==> src/rtl/dm_arbiter.sv <==
// dm_arbiter: round-robin sequencer sharing the single-port data memory between two requesters.
// One transaction in flight: IDLE -> ACCESS (DM strobe) -> RESP (ack + read data).
module dm_arbiter #(
  parameter int unsigned DATA_W    = 32,
  parameter int unsigned ADDR_W    = 32,
  parameter int unsigned MEM_DEPTH = 1024
) (
  input  logic              clk,
  input  logic              rst,
  input  logic              req0,
  input  logic              req1,
  input  logic              we0,
  input  logic              we1,
  input  logic [ADDR_W-1:0] addr0,
  input  logic [ADDR_W-1:0] addr1,
  input  logic [DATA_W-1:0] wdata0,
  input  logic [DATA_W-1:0] wdata1,
  output logic              ack0,
  output logic              ack1,
  output logic [DATA_W-1:0] rdata0,
  output logic [DATA_W-1:0] rdata1,
  output logic              err0,
  output logic              err1,
  output logic              DM_enable,
  output logic              DM_write,
  output logic [ADDR_W-1:0] DM_address,
  output logic [DATA_W-1:0] DM_in,
  input  logic [DATA_W-1:0] DM_out
);

  localparam logic [ADDR_W:0] DEPTH_EXT = (ADDR_W + 1)'(MEM_DEPTH);

  typedef enum logic [1:0] {
    S_IDLE,
    S_ACCESS,
    S_RESP
  } state_e;

  state_e            state_q, state_d;
  logic              rr_q, rr_d;
  logic              win_q, win_d;
  logic              we_q, we_d;
  logic              oor_q, oor_d;
  logic              dm_en_q, dm_en_d;
  logic              dm_wr_q, dm_wr_d;
  logic [ADDR_W-1:0] dm_addr_q, dm_addr_d;
  logic [DATA_W-1:0] dm_in_q, dm_in_d;
  logic              ack0_q, ack0_d;
  logic              ack1_q, ack1_d;
  logic              err0_q, err0_d;
  logic              err1_q, err1_d;

  logic              elig0, elig1, gnt_w;
  logic              sel_we, sel_oor;
  logic [ADDR_W-1:0] sel_addr;
  logic [DATA_W-1:0] sel_wdata;

  // The requester just acked in RESP is masked so the other side gets the next slot.
  assign elig0     = req0 && !((state_q == S_RESP) && !win_q);
  assign elig1     = req1 && !((state_q == S_RESP) && win_q);
  assign gnt_w     = (elig0 && elig1) ? rr_q : elig1;
  assign sel_we    = gnt_w ? we1 : we0;
  assign sel_addr  = gnt_w ? addr1 : addr0;
  assign sel_wdata = gnt_w ? wdata1 : wdata0;
  assign sel_oor   = {1'b0, sel_addr} >= DEPTH_EXT;

  always_comb begin
    state_d   = state_q;
    rr_d      = rr_q;
    win_d     = win_q;
    we_d      = we_q;
    oor_d     = oor_q;
    dm_en_d   = 1'b0;
    dm_wr_d   = 1'b0;
    dm_addr_d = '0;
    dm_in_d   = '0;
    ack0_d    = 1'b0;
    ack1_d    = 1'b0;
    err0_d    = 1'b0;
    err1_d    = 1'b0;
    case (state_q)
      S_IDLE, S_RESP: begin
        if (elig0 || elig1) begin
          state_d   = S_ACCESS;
          win_d     = gnt_w;
          rr_d      = ~gnt_w;
          we_d      = sel_we;
          oor_d     = sel_oor;
          dm_en_d   = ~sel_oor;
          dm_wr_d   = sel_we;
          dm_addr_d = sel_addr;
          dm_in_d   = sel_wdata;
        end else begin
          state_d = S_IDLE;
        end
      end
      S_ACCESS: begin
        state_d = S_RESP;
        ack0_d  = ~win_q;
        ack1_d  = win_q;
        err0_d  = ~win_q & oor_q;
        err1_d  = win_q & oor_q;
      end
      default: state_d = S_IDLE;
    endcase
  end

  always_ff @(posedge clk or negedge rst) begin
    if (!rst) begin
      state_q   <= S_IDLE;
      rr_q      <= 1'b0;
      win_q     <= 1'b0;
      we_q      <= 1'b0;
      oor_q     <= 1'b0;
      dm_en_q   <= 1'b0;
      dm_wr_q   <= 1'b0;
      dm_addr_q <= '0;
      dm_in_q   <= '0;
      ack0_q    <= 1'b0;
      ack1_q    <= 1'b0;
      err0_q    <= 1'b0;
      err1_q    <= 1'b0;
    end else begin
      state_q   <= state_d;
      rr_q      <= rr_d;
      win_q     <= win_d;
      we_q      <= we_d;
      oor_q     <= oor_d;
      dm_en_q   <= dm_en_d;
      dm_wr_q   <= dm_wr_d;
      dm_addr_q <= dm_addr_d;
      dm_in_q   <= dm_in_d;
      ack0_q    <= ack0_d;
      ack1_q    <= ack1_d;
      err0_q    <= err0_d;
      err1_q    <= err1_d;
    end
  end

  // DM_out is only valid during RESP, so read data is gated from it by the registered ack.
  assign rdata0     = (ack0_q && !we_q && !err0_q) ? DM_out : '0;
  assign rdata1     = (ack1_q && !we_q && !err1_q) ? DM_out : '0;
  assign ack0       = ack0_q;
  assign ack1       = ack1_q;
  assign err0       = err0_q;
  assign err1       = err1_q;
  assign DM_enable  = dm_en_q;
  assign DM_write   = dm_wr_q;
  assign DM_address = dm_addr_q;
  assign DM_in      = dm_in_q;

endmodule

==> config.mk <==
export PLATFORM = sky130hd
export DESIGN_NAME = dm_arbiter
export DESIGN_NICKNAME = d
export VERILOG_FILES = /design/src/rtl/dm_arbiter.sv
export SDC_FILE = /design/constraint.sdc
export NUM_CORES = 1
export LEC_CHECK = 0
export CAP_MARGIN = 20
export CORE_AREA = 2 2 115 117
export CTS_BUF_LIST = sky130_fd_sc_hd__clkbuf_4 sky130_fd_sc_hd__clkbuf_8 sky130_fd_sc_hd__clkbuf_16
export CTS_CLUSTER_SIZE = 8
export DETAILED_ROUTE_END_ITERATION = 12
export DIE_AREA = 0 0 117 119
export GPL_TIMING_DRIVEN = 0
export PLACE_DENSITY_LB_ADDON = 0.15
export SLEW_MARGIN = 20
export SYNTH_ARGS = -nofsm -noshare
export SYNTH_HDL_FRONTEND = slang
export SYNTH_SLANG_ARGS = --single-unit
==> constraint.sdc <==
create_clock -name clk -period 1.8 [get_ports clk]
set_clock_uncertainty 0.15 [all_clocks]
set_input_delay 0.27 -clock clk [delete_from_list [all_inputs] [get_ports clk]]
set_output_delay 0.27 -clock clk [all_outputs]
set_load 0.01 [all_outputs]
==> impl_table.tex <==
\begin{tabular}{lr}
\hline
Metric & Value \\
\hline
\multicolumn{2}{l}{\textbf{Global routing}} \\
\quad Global-route wire length before repair & 20.78 mm \\
\quad Met3 usage & 6.310\% \\
\quad Met2 layer usage reported by global route & 38.51\% \\
\quad Pin count of the biggest net entering global routing & 44 \\
\quad Global route overflow & 0 \\
\quad Total global-route track usage & 19.63\% \\
\quad Vias in the first global route & 4079 \\
\quad Grt met1 use & 18.78\% \\
\quad Most Used Layer, Global Route & met2 \\
\quad Antenna violations before repair & 0 \\
\multicolumn{2}{l}{\textbf{Clocking}} \\
\quad CTS tree & built \\
\quad Root cell of the clock tree & sky130\_fd\_sc\_hd\_\_clkbuf\_16 \\
\quad Clk\_lat worst skew & 0.32 ns \\
\quad Deepest level of the CTS H-tree & 3 \\
\quad Clock input transition at the sequential cells of the worst setup and hold paths & 0.06 ns \\
\quad Clock sink total & 76 \\
\quad CTS Buffer Depth & 2 \\
\quad Num CTS Buffers & 9 \\
\multicolumn{2}{l}{\textbf{Drt}} \\
\quad Final routed wire length divided by cell count & 16.32 um \\
\quad Post-route DRC violation count & 0 \\
\quad DR vias & 4103 \\
\quad Violation count after the first detailed-route iteration & 133 \\
\quad DRT antenna net count & 0 \\
\quad Iteration count of the initial detailed-routing pass & 6 \\
\quad Average vias per placed instance & 4.519 \\
\quad Total wirelength of the detailed-routed design & 14.82 mm \\
\multicolumn{2}{l}{\textbf{Placed design}} \\
\quad IO Port Bufs & 299 \\
\quad Worst Setup Slack post-DPL & -0.6146 ns \\
\quad Gp weighted congestion & 0.8126 \\
\quad Detailed placement HPWL & 11.16 mm \\
\multicolumn{2}{l}{\textbf{Logic synthesis}} \\
\quad Post-synth net total & 568 \\
\quad Share of flip-flops with an asynchronous set or reset & 100.0\% \\
\quad Library cell with the highest instance count after synthesis & sky130\_fd\_sc\_hd\_\_nand2\_1 \\
\quad Synthesized area & 3518 sq um \\
\quad Most frequently used flop master after synthesis & sky130\_fd\_sc\_hd\_\_dfrtp\_1 \\
\quad Top cell type's share of synthesized area & 54.05\% \\
\quad Sequential share of the synthesized area & 54.05\% \\
\quad Number of synthesized flops with an enable pin & 0 \\
\quad Total number of yosys warnings & 0 \\
\quad Cell count after synthesis & 402 \\
\quad Synthesis-stage register bit count & 76 \\
\quad Mean cell area of the mapped netlist & 8.752 sq um \\
\quad Top cells by area in the synthesized netlist & sky130\_fd\_sc\_hd\_\_dfrtp\_1, sky130\_fd\_sc\_hd\_\_nand2\_1, sky130\_fd\_sc\_hd\_\_and2\_1, sky130\_fd\_sc\_hd\_\_a21oi\_1, sky130\_fd\_sc\_hd\_\_buf\_2 \\
\quad Post-synthesis cell type count & 26 \\
\quad Yosys top cell by area & sky130\_fd\_sc\_hd\_\_dfrtp\_1 \\
\quad Most frequent cells after synthesis & sky130\_fd\_sc\_hd\_\_nand2\_1, sky130\_fd\_sc\_hd\_\_dfrtp\_1, sky130\_fd\_sc\_hd\_\_and2\_1, sky130\_fd\_sc\_hd\_\_a21oi\_1, sky130\_fd\_sc\_hd\_\_buf\_2 \\
\multicolumn{2}{l}{\textbf{Setup path}} \\
\quad Data arrival at the endpoint of the critical path & 1.55 ns \\
\quad Critical Path Start Type & flip-flop \\
\quad Type of the worst setup path & reg -> out \\
\quad Data required time at the worst endpoint & 1.38 ns \\
\quad Max Fanout on Critical Path & 5 \\
\quad Setup crit end kind & output port \\
\multicolumn{2}{l}{\textbf{STA}} \\
\quad Clock period minus final worst setup slack & 1.969 ns \\
\quad Highest clock frequency the design can meet & 508.0 MHz \\
\quad Slew HR & 67.77\% \\
\quad Final clock period utilization by the worst path & 109.4\% \\
\quad Final setup violation count & 64 \\
\quad RSZ-0062 raised after global routing & yes \\
\quad Pins Over Slew Limit & 0 \\
\quad Worst Max-Slew Pin Slew & 0.4834 ns \\
\quad Count of endpoints failing hold in the final timing report & 0 \\
\quad Hold Slack & 0.2895 ns \\
\quad Final setup slack of the worst path & -0.1686 ns \\
\multicolumn{2}{l}{\textbf{Power}} \\
\quad Worst-case vdd ir drop & 0.5424 mV \\
\quad Total power after layout & 8.686 mW \\
\quad Pwr per Cell Area & 1146 nW/um\^{}2 \\
\quad Pleak & 3.423 nW \\
\multicolumn{2}{l}{\textbf{Job}} \\
\quad Number of max-cap violations & 0 \\
\multicolumn{2}{l}{\textbf{Floorplan}} \\
\quad CORE AREA & 12870 sq um \\
\quad Floorplan die area & 13920 sq um \\
\quad Starting Density & 27.33\% \\
\quad Die width & 117 um \\
\quad Die Height & 119 um \\
\quad Boundary Pins & 300 \\
\quad Rows & 42 \\
\multicolumn{2}{l}{\textbf{Cells and area}} \\
\quad Diodes inserted & 0 \\
\quad Filler Cell Count & 1109 \\
\quad \# nets final & 894 \\
\quad Fraction of layout cells with a size suffix above 1 & 26.50\% \\
\quad Synthesis-to-layout area growth & 115.4\% \\
\multicolumn{2}{l}{\textbf{Status}} \\
\quad Violated checks & setup timing \\
\quad Outcome & complete, but fails checks \\
\multicolumn{2}{l}{\textbf{Hold path}} \\
\quad Hold crit path type & in -> async \\
\hline
\end{tabular}
## layer usage
layer | vias to the layer above | wire length [um]
met2 | 196 | 8276
met5 | - | 0
met4 | 0 | 306
met3 | 22 | 1261
met1 | 1934 | 4974
li1 | 1951 | -
## layout by cell type (no fill, tap or decap), types with 2 or more instances in the layout
| cell | instances |
|---|---|
| sky130_fd_sc_hd__and2_1 | 3 |
| sky130_fd_sc_hd__nor4_1 | 10 |
| sky130_fd_sc_hd__clkinv_2 | 3 |
| sky130_fd_sc_hd__buf_2 | 8 |
| sky130_fd_sc_hd__buf_8 | 13 |
| sky130_fd_sc_hd__nor2b_1 | 2 |
| sky130_fd_sc_hd__clkbuf_4 | 3 |
| sky130_fd_sc_hd__nand4_1 | 2 |
| sky130_fd_sc_hd__clkdlybuf4s50_1 | 234 |
| sky130_fd_sc_hd__nand2_1 | 130 |
| sky130_fd_sc_hd__clkbuf_2 | 5 |
| sky130_fd_sc_hd__a21oi_1 | 65 |
| sky130_fd_sc_hd__and4_1 | 2 |
| sky130_fd_sc_hd__buf_4 | 11 |
| sky130_fd_sc_hd__dfrtp_2 | 2 |
| sky130_fd_sc_hd__and2_4 | 63 |
| sky130_fd_sc_hd__nor3b_4 | 2 |
| sky130_fd_sc_hd__clkbuf_16 | 9 |
| sky130_fd_sc_hd__dfrtp_1 | 74 |
| sky130_fd_sc_hd__buf_6 | 70 |
| sky130_fd_sc_hd__nor2_1 | 4 |
| sky130_fd_sc_hd__o21ai_1 | 2 |
## layout make-up
type | instances | area, sq um | area share [%]
inverters | 1 | 3.754 | 0.04954
repair buffers | 315 | 3274 | 43.21
clock buffers | 12 | 247.7 | 3.269
multi-input cells | 297 | 1675 | 22.11
clock inverters | 3 | 15.01 | 0.1982
flip-flops and latches | 76 | 1904 | 25.13
well taps | 176 | 220.2 | 2.906
plain buffers | 28 | 236.5 | 3.121
## timing repair
action	4_1_cts	5_1_grt
hold buffers	1	0
endpoints found under the setup margin	86	123
pin swaps	57	7
endpoints found under the hold margin	33	0
setup buffers	5	3
gates cloned	6	0
gates resized for setup	376	94
## path summary, 6_finish.rpt
check,start,endpoint,slack [ns],cells after the start
worst min register to register,rr_q$_DFFE_PN0P_,rr_q$_DFFE_PN0P_,0.34,1
max in group asynchronous,rst,DM_in[6]$_DFF_PN0_,0.63,3
min in group clk,wdata1[26],DM_in[26]$_DFF_PN0_,0.33,3
worst max register to register,state_q[0]$_DFF_PN0_,we_q$_DFFE_PN0P_,0.09,6
worst max-delay path,we_q$_DFFE_PN0P_,rdata1[18],-0.17,5
worst min-delay path,rst,DM_address[15]$_DFF_PN0_,0.29,2
## kinds of logic (layout without fill, tap and decap cells)
group,after synthesis,in the layout,synth area share [%]
AND/OR/NAND/NOR,223,223,30.37
flip-flops,76,76,54.05
AO/OA/AOI/OAI,71,71,10.67
buffers and inverters,29,359,4.018
multiplexers,3,3,0.8890
## through the flow
step	setup TNS [ns]	area, sq um	cells	util, %
final	-7.960	7577	908	58.85
after global routing	-13.07	7577	908	58.85
after CTS	-8.287	7287	905	56.60
after detailed placement	-52.88	6756	878	52.48
after global placement	-241.59	6731	877	52.28
after floorplan	0	3518	402	-
## state kept, by name, indices dropped and copies added (netlist names)
name / count
DM_address: 32
DM_enable: 1
DM_in: 32
DM_write: 1
ack0: 1
ack1: 1
err0: 1
err1: 1
oor_q: 1
rr_q: 1
state_q: 2
we_q: 1
win_q: 1
## where the power goes
group          switching [mW]  internal, mW
registers               0.214          2.25
logic                    1.99          2.61
clock network           0.660         0.964
total                    2.86          5.82
## worst max-delay path, stage by stage (launching register included)
cell,delay (ns)
sky130_fd_sc_hd__dfrtp_2,0.44
sky130_fd_sc_hd__nor3b_4,0.24
sky130_fd_sc_hd__buf_6,0.17
sky130_fd_sc_hd__buf_8,0.12
sky130_fd_sc_hd__and2_4,0.15
sky130_fd_sc_hd__buf_6,0.10
Power figures use the tool's default switching activity.
